$ cat src/rtl/writeback_arbiter.sv
// rtl/writeback_arbiter.sv - ALU/load writeback arbiter with ALU FIFO, x0 drop and same-rd load hazard stall
module writeback_arbiter #(
    parameter int DEPTH = 4
) (
    input  logic                     clk,
    input  logic                     reset,
    input  logic                     alu_valid,
    output logic                     alu_ready,
    input  logic [4:0]               alu_rd,
    input  logic [31:0]              alu_data,
    input  logic                     mem_valid,
    output logic                     mem_ready,
    input  logic [4:0]               mem_rd,
    input  logic [31:0]              mem_data,
    output logic                     reg_write,
    output logic [4:0]               write_reg,
    output logic [31:0]              write_data,
    output logic [$clog2(DEPTH):0]   pending
);

    localparam int AW = $clog2(DEPTH);
    localparam logic [AW:0]   DEPTH_CNT = (AW + 1)'(DEPTH);
    localparam logic [AW:0]   CNT_ONE   = (AW + 1)'(1);
    localparam logic [AW-1:0] PTR_ONE   = AW'(1);

    logic [4:0]       q_rd   [DEPTH];
    logic [31:0]      q_data [DEPTH];
    logic [DEPTH-1:0] q_vld;
    logic [AW-1:0]    rd_ptr;
    logic [AW-1:0]    wr_ptr;
    logic [AW:0]      count;

    logic full;
    logic empty;
    logic hazard;
    logic mem_acc;
    logic alu_acc;
    logic issue_mem;
    logic issue_head;
    logic issue_bypass;
    logic enq;
    logic deq;

    assign full  = (count == DEPTH_CNT);
    assign empty = (count == '0);

    // A load stalls while any queued ALU write targets the same non-zero rd,
    // so the older ALU value can never land after the newer load value.
    always_comb begin
        hazard = 1'b0;
        for (int i = 0; i < DEPTH; i++) begin
            if (q_vld[i] && (q_rd[i] == mem_rd)) begin
                hazard = 1'b1;
            end
        end
    end

    assign alu_ready = !reset && !full;
    assign mem_ready = !reset && !((mem_rd != 5'd0) && hazard);

    // Writes to x0 are accepted by the handshake but never enter the issue path.
    assign mem_acc      = mem_valid && mem_ready && (mem_rd != 5'd0);
    assign alu_acc      = alu_valid && alu_ready && (alu_rd != 5'd0);
    assign issue_mem    = mem_acc;
    assign issue_head   = !mem_acc && !empty;
    assign issue_bypass = !mem_acc && empty && alu_acc;
    assign enq          = alu_acc && !issue_bypass;
    assign deq          = issue_head;

    assign pending = count;

    // Queue bookkeeping and the registered register-file write port.
    always_ff @(posedge clk) begin
        if (reset) begin
            q_vld      <= '0;
            rd_ptr     <= '0;
            wr_ptr     <= '0;
            count      <= '0;
            reg_write  <= 1'b0;
            write_reg  <= 5'd0;
            write_data <= 32'd0;
        end else begin
            if (enq) begin
                q_rd[wr_ptr]   <= alu_rd;
                q_data[wr_ptr] <= alu_data;
                q_vld[wr_ptr]  <= 1'b1;
                wr_ptr         <= wr_ptr + PTR_ONE;
            end
            if (deq) begin
                q_vld[rd_ptr] <= 1'b0;
                rd_ptr        <= rd_ptr + PTR_ONE;
            end
            case ({enq, deq})
                2'b10:   count <= count + CNT_ONE;
                2'b01:   count <= count - CNT_ONE;
                default: count <= count;
            endcase

            reg_write <= issue_mem || issue_head || issue_bypass;
            if (issue_mem) begin
                write_reg  <= mem_rd;
                write_data <= mem_data;
            end else if (issue_head) begin
                write_reg  <= q_rd[rd_ptr];
                write_data <= q_data[rd_ptr];
            end else if (issue_bypass) begin
                write_reg  <= alu_rd;
                write_data <= alu_data;
            end
        end
    end

endmodule

$ cat config.mk
export PLATFORM = sky130hd
export DESIGN_NAME = writeback_arbiter
export DESIGN_NICKNAME = d
export VERILOG_FILES = /design/src/rtl/writeback_arbiter.sv
export SDC_FILE = /design/constraint.sdc
export NUM_CORES = 1
export LEC_CHECK = 0
export BUFFER_PORTS_ARGS = -buffer_cell sky130_fd_sc_hd__buf_2
export CAP_MARGIN = 20
export CORE_UTILIZATION = 35
export DETAILED_ROUTE_END_ITERATION = 10
export GPL_TIMING_DRIVEN = 1
export PLACE_DENSITY_LB_ADDON = 0.25
export SYNTH_ARGS = -nofsm -noshare
export SYNTH_HDL_FRONTEND = slang
export SYNTH_SLANG_ARGS = --single-unit
export TNS_END_PERCENT = 30
$ cat constraint.sdc
create_clock -name clk -period 7.7 [get_ports clk]
set_input_delay 0.385 -clock clk [delete_from_list [all_inputs] [get_ports clk]]
set_output_delay 0.385 -clock clk [all_outputs]
set_load 0.005 [all_outputs]
* Word level (Yosys, flattened, before mapping)
Memory sizes are Yosys's and may differ from the RTL's. A register that Yosys moved wholly into a read port is not among the register bits.
Cells that the tools add are included.
** Cells by class
- Reductions and logical operators :: 30
- Muxes and demuxes :: 25
- $lt $le $gt $ge :: 4
- Equality and inequality tests :: 7
- $add $sub $neg :: 4
- Bitwise logic cells :: 3
** Operators with widths (count)
- $mux 32 :: 3
- $eq 5x5->1 :: 4
- $logic_and 1x1->1 :: 17
- $mux 5 :: 3
- $mux 4 :: 3
- $reduce_bool 5->1 :: 2
- $mux 1 :: 9
- $mux 2 :: 4
- $logic_not 1->1 :: 6
- $lt 2x3->1 const B :: 2
- $pmux 3 s2 :: 1
- $add 2x1->2 const B :: 2
- $and 4x4->4 :: 1
- $demux 1 s2 :: 2
- $ge 2x1->1 const B :: 2
- $not 4->4 :: 1
- $or 4x4->4 :: 1
- $add 3x1->3 const B :: 1
- $eq 3x3->1 const B :: 1
- $logic_not 3->1 :: 1
- $reduce_bool 3->1 :: 1
- $sub 3x1->3 const B :: 1
- $eq 2x1->1 const B :: 1
- $eq 2x2->1 const B :: 1
- other kinds (2) :: 3
** Word-level totals
- Input port bits :: 78
- Register bits after elaboration :: 49
- Output and inout port bits :: 43
- Memories kept :: 2
- Bits in writable memories :: 148
- Word-level logic and storage cells :: 82
** Memory list
- q_data :: depth 4, bits a word 32, read ports 1, clocked after memory_dff 1, wr ports 1, RTL line 27 : logic [31:0] q_data [DEPTH];
- q_rd :: depth 4, bits a word 5, read ports 5, clocked after memory_dff 1, wr ports 1, RTL line 26 : logic [4:0] q_rd [DEPTH];

* Depth between registers and ports, before layout
- Depth after elaboration :: 20
- Gate-level depth with buffers :: 13
- Mapped depth without buffers :: 11

* Worst setup path after synthesis
No wires, ideal clock.
- Path type :: in2reg
- From :: input port mem_rd[4]
- To :: memory q_data[0][0], enable pin
- Required time :: 7.302 ns
- Setup time :: 0.398 ns
- Buffers on the path :: 1
- Data arrival time :: 2.510 ns
- Stages on the path :: 7
- Path slack :: 4.793 ns
- Cells stage by stage :: buf_4 -> xor2_1 -> nor4_1 -> and3_4 -> nor4_4 -> a21o_1 -> and2_1
** On the way
- Longest elaborated chain between the ends :: 19
- Elaborated cells on any way between the ends :: 26
- Those cells by class :: eq/ne: 4; mux: 7; reduce/logical: 15
** RTL lines
- from (decl) :: RTL line 13 : input logic [4:0] mem_rd,
- $eq 5x5->1 :: RTL line 52 : if (q_vld[i] && (q_rd[i] == mem_rd)) begin
- $logic_and 1x1->1 :: RTL line 52
- $mux 1 (4 in series) :: RTL line 52
- $logic_and 1x1->1 :: RTL line 59 : assign mem_ready = !reset && !((mem_rd != 5'd0) && hazard);
- $logic_not 1->1 :: RTL line 59
- $logic_and 1x1->1 :: RTL line 59
- $logic_and 1x1->1 :: RTL line 62 : assign mem_acc = mem_valid && mem_ready && (mem_rd != 5'd0);
- $logic_and 1x1->1 * :: RTL line 62
- $logic_not 1->1 * :: RTL line 66 : assign issue_bypass = !mem_acc && empty && alu_acc;
- $logic_and 1x1->1 * (2 in series) :: RTL line 66
- $logic_not 1->1 * :: RTL line 67 : assign enq = alu_acc && !issue_bypass;
- $logic_and 1x1->1 * :: RTL line 67
- $mux 1 * :: RTL line 83 : if (enq) begin
- $mux 1 * :: RTL line 74 : if (reset) begin
- $mux 1 (implied by the code) * :: RTL line 85 : q_data[wr_ptr] <= alu_data;
- to (decl) :: RTL line 27
Mark *: on every way between the ends. The rest lies on a longest branch, timed or not.

* Final worst setup path
- From :: input port reset
- To :: register count[2], in the netlist pending[2]
** On the way
- Longest elaborated chain between the ends :: 11
- Elaborated cells on any way between the ends :: 17
- Those cells by class :: eq/ne: 2; mux: 1; reduce/logical: 14
** RTL lines
- from (decl) :: RTL line 6 : input logic reset,
- $logic_not 1->1 :: RTL line 58, 59
- $logic_and 1x1->1 :: RTL line 59
- $logic_and 1x1->1 (2 in series) :: RTL line 62
- $logic_not 1->1 :: RTL line 65, 66
- $logic_and 1x1->1 (2 in series) :: RTL line 66
- $logic_not 1->1 :: RTL line 67
- $logic_and 1x1->1 :: RTL line 67
- $eq 2x1->1 or $eq 2x2->1 (tied branches) :: RTL line 93 : case ({enq, deq})
- $pmux 3 s2 or $reduce_bool 2->1 (tied branches)
- to (signal assigned) :: RTL line 94 : 2'b10: count <= count + CNT_ONE;
- to (signal assigned) :: RTL line 95 : 2'b01: count <= count - CNT_ONE;
- to (signal assigned) :: RTL line 96 : default: count <= count;
- to (decl) :: RTL line 31 : logic [AW:0] count;
Several ways; a longest one is shown, not always the timed one.
A chain may end at the register's enable or synchronous reset.

==> out/qor.yml <==
place:
  io_buffers: 120
  gp_congestion: 0.7598
  dp.final_hpwl_um: 11920
floorplan:
  placeableCoreArea_sq_um: 24320
  die_h_um: 159.6
  io_pins: 121
  rows: 57
  initial_core_util_pct: 35.76
  fp.dieW_um: 159.6
  die_area_sq_um: 25480
synthesis:
  synth_top_family_by_area: "simple AND/OR/NAND/NOR gates"
  syn_area_per_cell_sq_um: 13.42
  syn_inst: 648
  ys_types: 43
  synth_compound_area_share_pct: 7.639
  synth_top_cell_by_area: "edfxtp_1"
  synth_nets: 736
  netlist.area_leader.share_pct: 51.10
  ys_warn_count: 0
  synth_adder_area_share_pct: 1.525
  synth_area_sq_um: 8697
  ys_ff_latch: 199
  synth-xor-area-share_pct: 2.216
  synth.area.top_cells: "edfxtp_1, dfxtp_1, mux4_2"
  synth_seq_area_share_pct: 62.84
  synth_mux_area_share_pct: 10.20
  synthSimpleGateAreaFrac_pct: 12.40
layout:
  fin_nets: 830
  max_flop_register: "q_data"
  layout-drive-gt1-share_pct: 28.74
  reg_top3: "q_data: 128 flops, write_data: 32 flops, q_rd: 20 flops"
  largest_reg_flops: 128
  area_growth_pct: 16.60
pwr:
  power_frac_clock_pct: 24.5
  switching_share_pct: 34.19
  pwr-share-comb_pct: 35.7
  p_int_w: 0.002320
  p_total_w: 0.003525
  switchingPower_w: 0.001205
  pwr_density_cell_nw_per_um2: 347.6
  peakVddDrop_mv: 0.3172
  power_leakage_nw: 3.712
  power_frac_seq_pct: 39.9
sta:
  maxSlewViolCount: 0
  period_share_pct: 41.34
  fin_crit_ns: 3.183
  finalSetupViolations: 0
  skew_ns: 0.01087
  tightestPinTransition_ns: 1.061
  relSlewSlack_pct: 29.29
  hold_viol: 0
  max_freq_mhz: 314.2
  fin_tns_setup_ns: 0
  rsz0062_at_grt: "no"
detailed_routing:
  ant_nets: 0
  drt-total-wl_um: 19890
  avgViaCountPerCell: 5.047
  dr.pass1.iters: 4
  wl_per_cell_um: 18.40
  num_vias: 5456
  drc: 0
  dr.first_iter.drc_count: 491
critical_path:
  cp.required_ns: 8.06
  arrival_ns: 3.54
  crit_fanout: 52
  critPathCaptureType: "flop"
  startpoint_type: "primary input"
  crit_type: "primary input to flop"
global_routing:
  grtUsageTotal_pct: 16.23
  grt_max_degree: 76
  grt-ovfl-total: 0
  grt_pass1_vias: 5453
  antenna_found_initial: 3
  grt_pass1_wl_um: 31200
clocking:
  htree_levels: 4
  clkTransAtPathRegs_ns: 0.08
  cts_buffers: 17
  cts_hold_buf: 0
  tritoncts: "yes"
  cts.sinks: 199
  cts.repair.resized: 0
  root_buffer: "clkbuf_16"
  cts_buffer_depth: 2
  cts_setup_buffers: 0
  worstSkewPairLatency_ns: 0.43
run_status:
  status: "completed"
flow_run:
  drv_cap: 0
worst_hold_path:
  hold_class: "primary input to flop"
## stage by stage
stage | instances | utilization (%) | cell area [sq um] | setup slack, ns | hold WS [ns]
after global placement | 1045 | 39.18 | 9528 | 4.103 | 0.5157
after global routing | 1080 | 41.69 | 10140 | 4.253 | 0.1648
after detailed placement | 1045 | 39.18 | 9528 | 4.060 | 0.5007
after CTS | 1077 | 41.51 | 10100 | 4.514 | 0.1632
after floorplan | 648 | - | 8697 | 4.793 | 0.4685
final | 1081 | 41.70 | 10140 | 4.517 | 0.1777
## synth_stat cells, drive strengths merged
cell type,count
ha,9
mux4,37
or2b,4
fa,1
and3,6
nor2,7
nand4,4
edfxtp,148
a31oi,5
a21o,1
nor3,2
nand3,38
nor4,6
mux2,3
nand2b,33
xor2,17
nand2,113
dfxtp,51
o21ai,2
o31ai,1
o2111ai,1
xnor2,5
or3,2
inv,7
o221ai,37
and2,6
or4,1
buf,25
a21oi,42
a221oi,4
mux2i,2
clkbuf,28
## cells by family (layout without fill, tap and decap cells)
family / count (synthesis) / after routing
flops: 199 / 199
mux: 42 / 42
other cells: 0 / 2
simple gates: 222 / 222
xor+xnor: 22 / 22
compound gates: 93 / 93
buf+inv: 60 / 167
fa+ha+maj: 10 / 10
## final timing paths
| check | cells after the start | start | slack, ns | to |
|---|---|---|---|---|
| setup / recovery | 12 | reset | 4.52 | pending[2]$_SDFFE_PP0P_ |
| hold / removal | 1 | alu_data[8] | 0.18 | q_data[2][8]$_DFFE_PP_ |
| setup reg to reg | 9 | pending[0]$_SDFFE_PP0P_ | 4.60 | pending[2]$_SDFFE_PP0P_ |
| hold reg to reg | 1 | wr_ptr[0]$_SDFFE_PP0N_ | 0.51 | wr_ptr[0]$_SDFFE_PP0N_ |
## metal layers
metal / track usage [%] / wire length (um)
met5: 0 / 8
met2: 26.94 / 9695
met3: 3.610 / 1163
met4: 5.201 / 267
met1: 21.08 / 8754
## worst max-delay path: stages
cell	delay [ns]
buf_2	0.10
buf_4	0.31
inv_1	0.21
and3_2	0.86
and2_1	0.23
a21o_1	0.17
inv_2	0.07
ha_1	0.22
fa_1	0.39
xnor2_1	0.14
or3_1	0.31
a21oi_1	0.13
## layout by cell type, fill, tap and decap left out, types with 3 or more instances in the layout
cell type,n
a21oi_1,41
a31oi_1,4
and2_2,4
and3_1,3
buf_2,120
buf_4,6
clkbuf_16,17
clkinvlp_4,3
dfxtp_1,49
edfxtp_1,148
ha_1,9
inv_1,6
inv_6,6
mux4_2,37
nand2_1,113
nand2b_1,33
nand3_1,37
nand4_1,4
nor2_1,7
nor4_1,5
o221ai_1,37
or2b_1,4
xnor2_1,5
xor2_1,17
## power groups by stage
stage	Clock (W)	Sequential (W)	Combinational, W
after CTS	0.000885	0.00143	0.00125
after detailed placement	0	0.00145	0.00125
after global routing	0.000923	0.00143	0.00140
after floorplan	0	0.00141	0.000933
after global placement	0	0.00145	0.00126
final	0.000862	0.00141	0.00126
## area by class of cell
| class | count | area (sq um) |
|---|---|---|
| diodes | 2 | 5.005 |
| clock buffers | 18 | 429.2 |
| clock inverters | 14 | 138.9 |
| fillers | 2306 | 14180 |
| inverters | 7 | 26.28 |
| multi-input cells | 389 | 2983 |
| flip-flops and latches | 199 | 5468 |
| well taps | 324 | 405.4 |
| repair buffers | 128 | 685.7 |
No activity file was read; power rests on OpenSTA's default activity.
